===== src/rtl/wb_arbiter_pkg.sv =====
// ============================================================
// Package : wb_arbiter_pkg
// Shared writeback types, requester indices and index helpers.
// Rev     : 1.0
// ============================================================
`default_nettype none

package wb_arbiter_pkg;

    localparam int WB_ALU = 0;
    localparam int WB_MDU = 1;
    localparam int WB_LSU = 2;
    localparam int WB_REQ = 3;

    localparam int WB_DATA_W    = 32;
    localparam int WB_ROB_W     = 4;
    localparam int WB_RF_ADDR_W = 5;

    typedef struct packed {
        logic [WB_RF_ADDR_W-1:0] rd;
        logic [WB_DATA_W-1:0]    data;
        logic [WB_ROB_W-1:0]     rob_id;
        logic                    exp;
    } wb_req_t;

    // Increment an index modulo n.
    function automatic int wrap_inc(input int idx, input int n);
        return (idx + 1 >= n) ? 0 : idx + 1;
    endfunction

endpackage

`default_nettype wire


===== src/rtl/wb_arbiter_rr.sv =====
// ============================================================
// Module : rr_arbiter
// Round-robin one-hot grant with a registered rotating pointer.
// Rev    : 1.0
// ============================================================
`default_nettype none

module rr_arbiter
    import wb_arbiter_pkg::*;
#(
    parameter  int REQ   = 3,
    localparam int IDX_W = $clog2(REQ)
) (
    input  logic             clk,
    input  logic             reset_,
    input  logic [REQ-1:0]   req,
    input  logic             enable,
    output logic [REQ-1:0]   grant,
    output logic [IDX_W-1:0] grant_idx
);

    logic [IDX_W-1:0] r_ptr;
    logic [REQ-1:0]   w_grant;
    logic [IDX_W-1:0] w_idx;
    logic             w_found;

    // Scan from the pointer upward, wrapping, and take the first request.
    always_comb begin
        w_grant = '0;
        w_idx   = '0;
        w_found = 1'b0;
        for (int k = 0; k < REQ; k++) begin
            logic [IDX_W:0] w_sum;
            w_sum = {1'b0, r_ptr} + (IDX_W+1)'(k);
            if (w_sum >= (IDX_W+1)'(REQ)) begin
                w_sum = w_sum - (IDX_W+1)'(REQ);
            end
            if (!w_found && enable && req[w_sum[IDX_W-1:0]]) begin
                w_found                   = 1'b1;
                w_grant[w_sum[IDX_W-1:0]] = 1'b1;
                w_idx                     = w_sum[IDX_W-1:0];
            end
        end
    end

    always_ff @(posedge clk or negedge reset_) begin
        if (!reset_) begin
            r_ptr <= '0;
        end else if (w_found) begin
            r_ptr <= IDX_W'(wrap_inc(int'(w_idx), REQ));
        end
    end

    assign grant     = w_grant;
    assign grant_idx = w_idx;

endmodule

`default_nettype wire


===== src/rtl/wb_arbiter.sv =====
// ============================================================
// Module : wb_arbiter
// Round-robin writeback arbiter with a one-entry output stage.
// Rev    : 1.0
// ============================================================
`default_nettype none

module wb_arbiter #(
    parameter  int DATA      = 32,
    parameter  int ROB_DEPTH = 16,
    parameter  int ROB       = $clog2(ROB_DEPTH),
    parameter  int REQ       = 3,
    parameter  int RF_ADDR   = 5,
    localparam int SRC_W     = $clog2(REQ)
) (
    input  logic                   clk,
    input  logic                   reset_,
    input  logic                   flush,
    input  logic [REQ-1:0]         req_valid,
    output logic [REQ-1:0]         req_ready,
    input  logic [REQ*RF_ADDR-1:0] req_rd,
    input  logic [REQ*DATA-1:0]    req_data,
    input  logic [REQ*ROB-1:0]     req_rob_id,
    input  logic [REQ-1:0]         req_exp,
    output logic                   wb_valid,
    input  logic                   wb_ready,
    output logic                   wb_we,
    output logic [RF_ADDR-1:0]     wb_rd,
    output logic [DATA-1:0]        wb_data,
    output logic [ROB-1:0]         wb_rob_id,
    output logic                   wb_exp,
    output logic [SRC_W-1:0]       wb_src
);

    logic               r_valid;
    logic [RF_ADDR-1:0] r_rd;
    logic [DATA-1:0]    r_data;
    logic [ROB-1:0]     r_rob_id;
    logic               r_exp;
    logic [SRC_W-1:0]   r_src;

    logic               w_load;
    logic [REQ-1:0]     w_grant;
    logic [SRC_W-1:0]   w_idx;
    logic               w_any;

    // reset_ in the enable keeps every req_ready low while reset is held.
    assign w_load = reset_ && !flush && (!r_valid || wb_ready);
    assign w_any  = |w_grant;

    rr_arbiter #(
        .REQ       (REQ)
    ) u_rr (
        .clk       (clk),
        .reset_    (reset_),
        .req       (req_valid),
        .enable    (w_load),
        .grant     (w_grant),
        .grant_idx (w_idx)
    );

    always_ff @(posedge clk or negedge reset_) begin
        if (!reset_) begin
            r_valid  <= 1'b0;
            r_rd     <= '0;
            r_data   <= '0;
            r_rob_id <= '0;
            r_exp    <= 1'b0;
            r_src    <= '0;
        end else if (flush) begin
            r_valid  <= 1'b0;
        end else if (w_load) begin
            r_valid  <= w_any;
            if (w_any) begin
                r_rd     <= req_rd[w_idx*RF_ADDR +: RF_ADDR];
                r_data   <= req_data[w_idx*DATA +: DATA];
                r_rob_id <= req_rob_id[w_idx*ROB +: ROB];
                r_exp    <= req_exp[w_idx];
                r_src    <= w_idx;
            end
        end
    end

    assign req_ready = w_grant;
    assign wb_valid  = r_valid;
    assign wb_rd     = r_rd;
    assign wb_data   = r_data;
    assign wb_rob_id = r_rob_id;
    assign wb_exp    = r_exp;
    assign wb_src    = r_src;
    assign wb_we     = r_valid && (r_rd != '0) && !r_exp;

endmodule

`default_nettype wire


===== config.mk =====
export PLATFORM = sky130hd
export DESIGN_NAME = wb_arbiter
export DESIGN_NICKNAME = d
export VERILOG_FILES = /design/src/rtl/wb_arbiter_pkg.sv /design/src/rtl/wb_arbiter_rr.sv /design/src/rtl/wb_arbiter.sv
export SDC_FILE = /design/constraint.sdc
export NUM_CORES = 1
export LEC_CHECK = 0
export CORE_MARGIN = 3
export CORE_UTILIZATION = 40
export DETAILED_ROUTE_END_ITERATION = 8
export PLACE_DENSITY = 0.82
export SLEW_MARGIN = 20
export SYNTH_ARGS = -nofsm -noshare
export SYNTH_HDL_FRONTEND = slang
export SYNTH_SLANG_ARGS = --single-unit

===== constraint.sdc =====
create_clock -name clk -period 4 [get_ports clk]
set_input_delay 1.2 -clock clk [delete_from_list [all_inputs] [get_ports clk]]
set_output_delay 1.2 -clock clk [all_outputs]
set_load 0.02 [all_outputs]

* After elaboration in Yosys (flattened, before gate mapping) *
Cells that the tools add are included.

operators by class
  add/subtract/negate cells = 6
  $mul = 1
  div/mod/pow operators = 0
  $lt $le $gt $ge = 11
  equal/unequal tests = 0
  shift operators = 3
  mux-type cells = 29
  bitwise gates (word level) = 3
  reduce and logical (&&, ||, !) cells = 22

operators with widths
  operator             count
  $shiftx 96x8->32     1
  $shiftx 15x6->5      1
  $mux 2               7
  $logic_and 1x1->1    12
  $lt 2x3->1 const B   4
  $mux 1               12
  $shiftx 12x5->4      1
  $ge 3x2->1 const B   3
  $mux 3               3
  $bmux 1 s2           4
  $add 2x1->3 const B  2
  $demux 1 s2          3
  $ge 2x1->1 const B   3
  $or 3x3->3           2
  $sub 2x2->2 const B  3
  $logic_not 1->1      5
  $mul 2x3->5 const B  1
  $reduce_bool 5->1    1
  $add 2x2->3 const B  1
  $reduce_and 3->1     1
  $reduce_or 3->1      1
  $ge 2x2->1 const B   1
  $reduce_bool 2->1    1
  $logic_or 1x1->1     1
  $not 1->1            1

storage, ports and cells
  register bits = 47
  latch bits = 0
  bits in writable memories = 0
  memory bits (read-only) = 0
  input bits = 133
  output and inout bits = 49
  memories kept = 0

* Longest topological paths before layout *
  depth after elaboration = 17
  mapped depth = 11
  depth with buffers taken out = 8

* By module *
A second synthesis with hierarchy kept.

unflattened totals
  cell total of the unflattened synthesis = 254
  area, all modules = 3093.0 sq um

modules (own cells, without submodules)
  module      times used  cells an instance  area an instance (sq um)  seq. area each (sq um)
  wb_arbiter  1           204                2685.1                    1126.1
  rr_arbiter  1           50                 407.9                     50.0

* Worst setup path before layout *
Ideal clock, no wire load.

  path type = input-to-output
  start point = input req_valid[2]
  end point = output req_ready[0]
  data arrival time = 2.330 ns
  data required time = 2.800 ns
  slack = 0.470 ns
  stages on the path = 5
  buffers on the path = 1
  cells stage by stage = buf_2 -> mux2_4 -> o32ai_2 -> a221oi_2 -> nor2_1

on the way
  cells in the longest elaborated chain, start to end = 12

RTL lines
  what                            RTL line             RTL
  start: declaration              wb_arbiter.sv:19     input logic [REQ-1:0] req_valid,
  $bmux 1 s2                      wb_arbiter_rr.sv:38  if (!w_found && enable && req[w_sum[IDX_W-1:0]]) begin
  $mux 1 (not written as such)    wb_arbiter_rr.sv:38
  $logic_and 1x1->1               wb_arbiter_rr.sv:38
  $mux 1                          wb_arbiter_rr.sv:38
  $logic_not 1->1                 wb_arbiter_rr.sv:38
  $logic_and 1x1->1 (2 in a row)  wb_arbiter_rr.sv:38
  $mux 1                          wb_arbiter_rr.sv:38
  $logic_not 1->1                 wb_arbiter_rr.sv:38
  $logic_and 1x1->1 (2 in a row)  wb_arbiter_rr.sv:38
  $mux 3 *                        wb_arbiter_rr.sv:38
  end: declaration                wb_arbiter.sv:20     output logic [REQ-1:0] req_ready,

Every way passes the cells marked *; elsewhere a longest branch is shown, timed or not. The select of a mux whose other input is x is not followed.

* Worst setup path after layout *
  start point = input req_valid[2]
  end point = output req_ready[2]

The elaborated chain is that of the path after synthesis.

==> results by group <==
Run status
  – Result of the run: completed

Global route
  – Aggregate global routing overflow: 0
  – GRT Overall Usage: 0.194
  – First-pass GRT wire length: 15600 microns
  – Antenna violations before repair: 0
  – Vias in the first global route: 3129
  – Maximum number of pins on one net before global-route repair: 48

Timing
  – Tightest Pin Transition: 599 ps
  – Fin crit share: 0.985
  – Max-slew violation count: 0
  – Setup violation total in the final timing report: 0
  – Final period demand of the worst path: 3940 ps
  – Hold violation count in the final report: 0
  – Tightest slew margin relative to the limit: 0.601
  – Final Hold Slack: 493 ps
  – Maximum operating frequency: 0.254 GHz
  – Setup_tns: 0 ps
  – Clock skew: 8.27 ps
  – Setup repair after global routing missed its margin: no

Detailed routing
  – Initial DRT Pass Iterations: 4
  – Wire length on met3: 1010 microns
  – Met2 routed wirelength: 5300 microns
  – Met1 WL: 3700 microns
  – Detailed-route via count: 2867
  – Iter 0 DRT Violations: 161
  – Average via count per standard cell: 5.25
  – Residual DRC: 0
  – Post-detailed-route count of antenna-violating nets: 0
  – Final Routed Wirelength: 10100 microns
  – Wire length per cell after detailed routing: 18.6 microns
  – Top routing layer in use: met4

Min path
  – Endpoint, Worst Hold: wb_data[16]
  – Beginning of the worst hold path: wb_data[16]
  – Hold WC Path Type: reg -> reg
  – Hold Path Stages: 1

Clocking
  – Number of sinks handled by clock tree synthesis: 47
  – CTS Root Cell: sky130_fd_sc_hd__clkbuf_8
  – Clock transition at the registers of the reported paths: 80 ps
  – Clock tree from TritonCTS: built
  – Worst skew pair latency: 290 ps
  – Number of CTS-inserted buffers: 5
  – Longest Clk Path Bufs: 2
  – Number of levels the H-tree was split into: 2

Power and ir drop
  – Sequential group share of total power: 0.244
  – Cell-internal power: 2250 uW
  – Overall power after layout: 3590 uW
  – IR drop worst, VDD: 0.000278 V
  – Clock power frac: 0.094
  – Fraction of power consumed by combinational cells: 0.663
  – Reported net switching power: 1340 uW
  – Power density normalized to cell area: 637 mW/mm^2
  – Leakage: 0.00238 uW
  – Fraction of power spent switching nets: 0.372

Final layout
  – Share of post-route cells with drive strength above 1: 0.363
  – Util after Layout: 0.667
  – Antenna fix cells: 0
  – Signed area change from the synthesized netlist to the final layout: 56.8%
  – Filler cells: 633
  – Final instance area: 0.00564 sq mm
  – Number of nets in the layout: 578

Yosys
  – Proportion of synthesized chip area in sequential cells: 0.327
  – Number of instances in the synthesized netlist: 255
  – Nets in the synthesized netlist: 392
  – Number of synthesized flops with an enable pin: 0
  – Cell area after technology mapping: 0.00360 sq mm
  – Flip-flop and latch count after synthesis: 47
  – Asr flop ratio synth: 1.00
  – Mean Syn Cell Area: 14.1 sq um
  – Number of warnings reported in the yosys synthesis log: 0
  – Most used DFF post-synth: sky130_fd_sc_hd__dfrtp_1
  – Post-synthesis cell type count: 44

Die
  – Area of the die: 0.0102 sq mm
  – Std-Cell Rows: 33
  – Number of top-level pins: 182
  – Floorplan die height: 101 microns
  – Initial core utilization: 0.425
  – Core Footprint: 0.00846 sq mm
  – Width of the die: 101 microns

Setup path
  – CP startpoint kind: primary input
  – Worst Path Max Fanout: 7
  – Reg-to-Reg Start: u_rr.r_ptr[0]
  – Data required time at the worst endpoint: 2800 ps
  – Data arrival time at the worst-slack endpoint: 2740 ps
  – Buffers plus inverters on the worst setup path: 3
  – Worst setup path category: in -> out
  – Worst-case register-to-register setup slack: 860 ps
  – Depth of the worst register-to-register path: 9
  – Cells traversed along the worst timing path: clkdlybuf4s50_1, buf_4, nor2b_1, mux2_2, nand2_1, a21oi_1, clkdlybuf4s15_2
  – Family of cells with the greatest summed delay on the critical path: buffers and inverters
  – Worst stage delay on the critical path: 480 ps
  – Endpoint type of the worst setup path: output port
  – Worst R2R End: wb_rob_id[2]
  – Slowest-stage cell, CP: sky130_fd_sc_hd__clkdlybuf4s50_1

Placement
  – Last weighted congestion value of the routability-driven placer: 0.978
  – Number of buffers added on ports: 181
  – Final HPWL DP: 7840 microns
  – Standard cell area after detailed placement: 0.00549 sq mm

Job
  – Count of maximum capacitance violations: 0
kinds of logic (layout without fill, tap and decap cells):
kind of cell | after synthesis | after routing | share of synthesized area
fa+ha+maj | 4 | 4 | 0.0139
simple gates | 27 | 27 | 0.0494
buf+inv | 21 | 207 | 0.0612
flops | 47 | 47 | 0.327
compound gates | 23 | 23 | 0.0525
mux | 133 | 133 | 0.496
area by class of cell:
class                   count  area, sq um  area share
repair buffers            197         1960       0.348
flip-flops and latches     47         1180       0.208
multi-input cells         187         2260       0.400
clock buffers               6         72.6      0.0129
inverters                   3         11.3     0.00200
well taps                 105          131      0.0233
clock inverters             1         30.0     0.00532
synthesized netlist by cell type (all sizes together), types with 2 or more instances:
| cell type | count | area share |
|---|---|---|
| nor2 | 5 | 0.0052 |
| or4 | 2 | 0.0042 |
| nor2b | 3 | 0.0073 |
| ha | 4 | 0.014 |
| o21bai | 2 | 0.0042 |
| o21ai | 7 | 0.0097 |
| inv | 3 | 0.0031 |
| nor3b | 2 | 0.0073 |
| nand2 | 4 | 0.0042 |
| buf | 17 | 0.057 |
| a21oi | 3 | 0.0042 |
| dfrtp | 47 | 0.33 |
| a21boi | 2 | 0.0042 |
| a221oi | 2 | 0.0066 |
| nand3b | 3 | 0.0063 |
| mux2 | 129 | 0.48 |
| nand3 | 2 | 0.0028 |
| mux2i | 4 | 0.012 |
worst max path at each step:
stage	from	endpoint	cells after the start
final	req_valid[2]	req_ready[2]	7
after global routing	req_valid[2]	req_ready[2]	7
after CTS	req_valid[0]	req_ready[2]	7
after detailed placement	req_valid[0]	req_ready[1]	7
after global placement	req_valid[0]	req_ready[1]	7
after floorplan	req_valid[2]	req_ready[0]	5
layout by cell type, fill, tap and decap left out, types with 2 or more instances in the layout:
cell type	n
sky130_fd_sc_hd__buf_4	13
sky130_fd_sc_hd__dfrtp_1	47
sky130_fd_sc_hd__a21oi_1	3
sky130_fd_sc_hd__mux2_4	77
sky130_fd_sc_hd__nand3_1	2
sky130_fd_sc_hd__clkbuf_8	5
sky130_fd_sc_hd__clkdlybuf4s50_1	175
sky130_fd_sc_hd__inv_1	3
sky130_fd_sc_hd__o21ai_0	5
sky130_fd_sc_hd__o21bai_1	2
sky130_fd_sc_hd__nand2_1	3
sky130_fd_sc_hd__ha_1	4
sky130_fd_sc_hd__nor2_1	5
sky130_fd_sc_hd__mux2i_4	2
sky130_fd_sc_hd__nor2b_1	2
sky130_fd_sc_hd__mux2_1	9
sky130_fd_sc_hd__buf_2	2
sky130_fd_sc_hd__mux2_2	43
sky130_fd_sc_hd__buf_12	3
sky130_fd_sc_hd__nand3b_1	3
sky130_fd_sc_hd__or4_1	2
layer usage:
metal | global-route usage | vias to the layer above
li1 | - | 1308
met1 | 0.212 | 1383
met2 | 0.364 | 161
met3 | 0.0574 | 15
met4 | 0.0435 | 0
met5 | 0 | -
metrics by stage:
| stage | instances | setup slack (ps) |
|---|---|---|
| 3_3_place_gp | 538 | -343 |
| 2_1_floorplan | 255 | 470 |
| 4_1_cts | 546 | 34.3 |
| 3_5_place_dp | 538 | -440 |
| 6_report | 546 | 61.2 |
| 5_1_grt | 546 | 8.95 |
power by group through the flow:
stage	Sequential (uW)	Combinational, uW	Clock [uW]
3_3_place_gp	868	2290	0
4_1_cts	876	2370	347
3_5_place_dp	878	2340	0
2_1_floorplan	1140	1270	0
6_report	875	2380	337
5_1_grt	904	2520	366
sequential cells by signal (all words and copies together) (netlist names):
| name | flops |
|---|---|
| wb_rob_id | 4 |
| wb_rd | 5 |
| wb_valid | 1 |
| wb_data | 32 |
| wb_exp | 1 |
| wb_src | 2 |
| u_rr.r_ptr | 2 |
repair_timing:
| action | 4_1_cts | 5_1_grt |
|---|---|---|
| gates resized for setup | 14 | 8 |
| buffers inserted | 1 | 0 |
| hold endpoints to repair | 0 | 0 |
| pin swaps | 0 | 5 |
| setup endpoints to repair | 3 | 3 |
| hold buffers | 0 | 0 |
No activity file was read; power rests on OpenSTA's default activity.
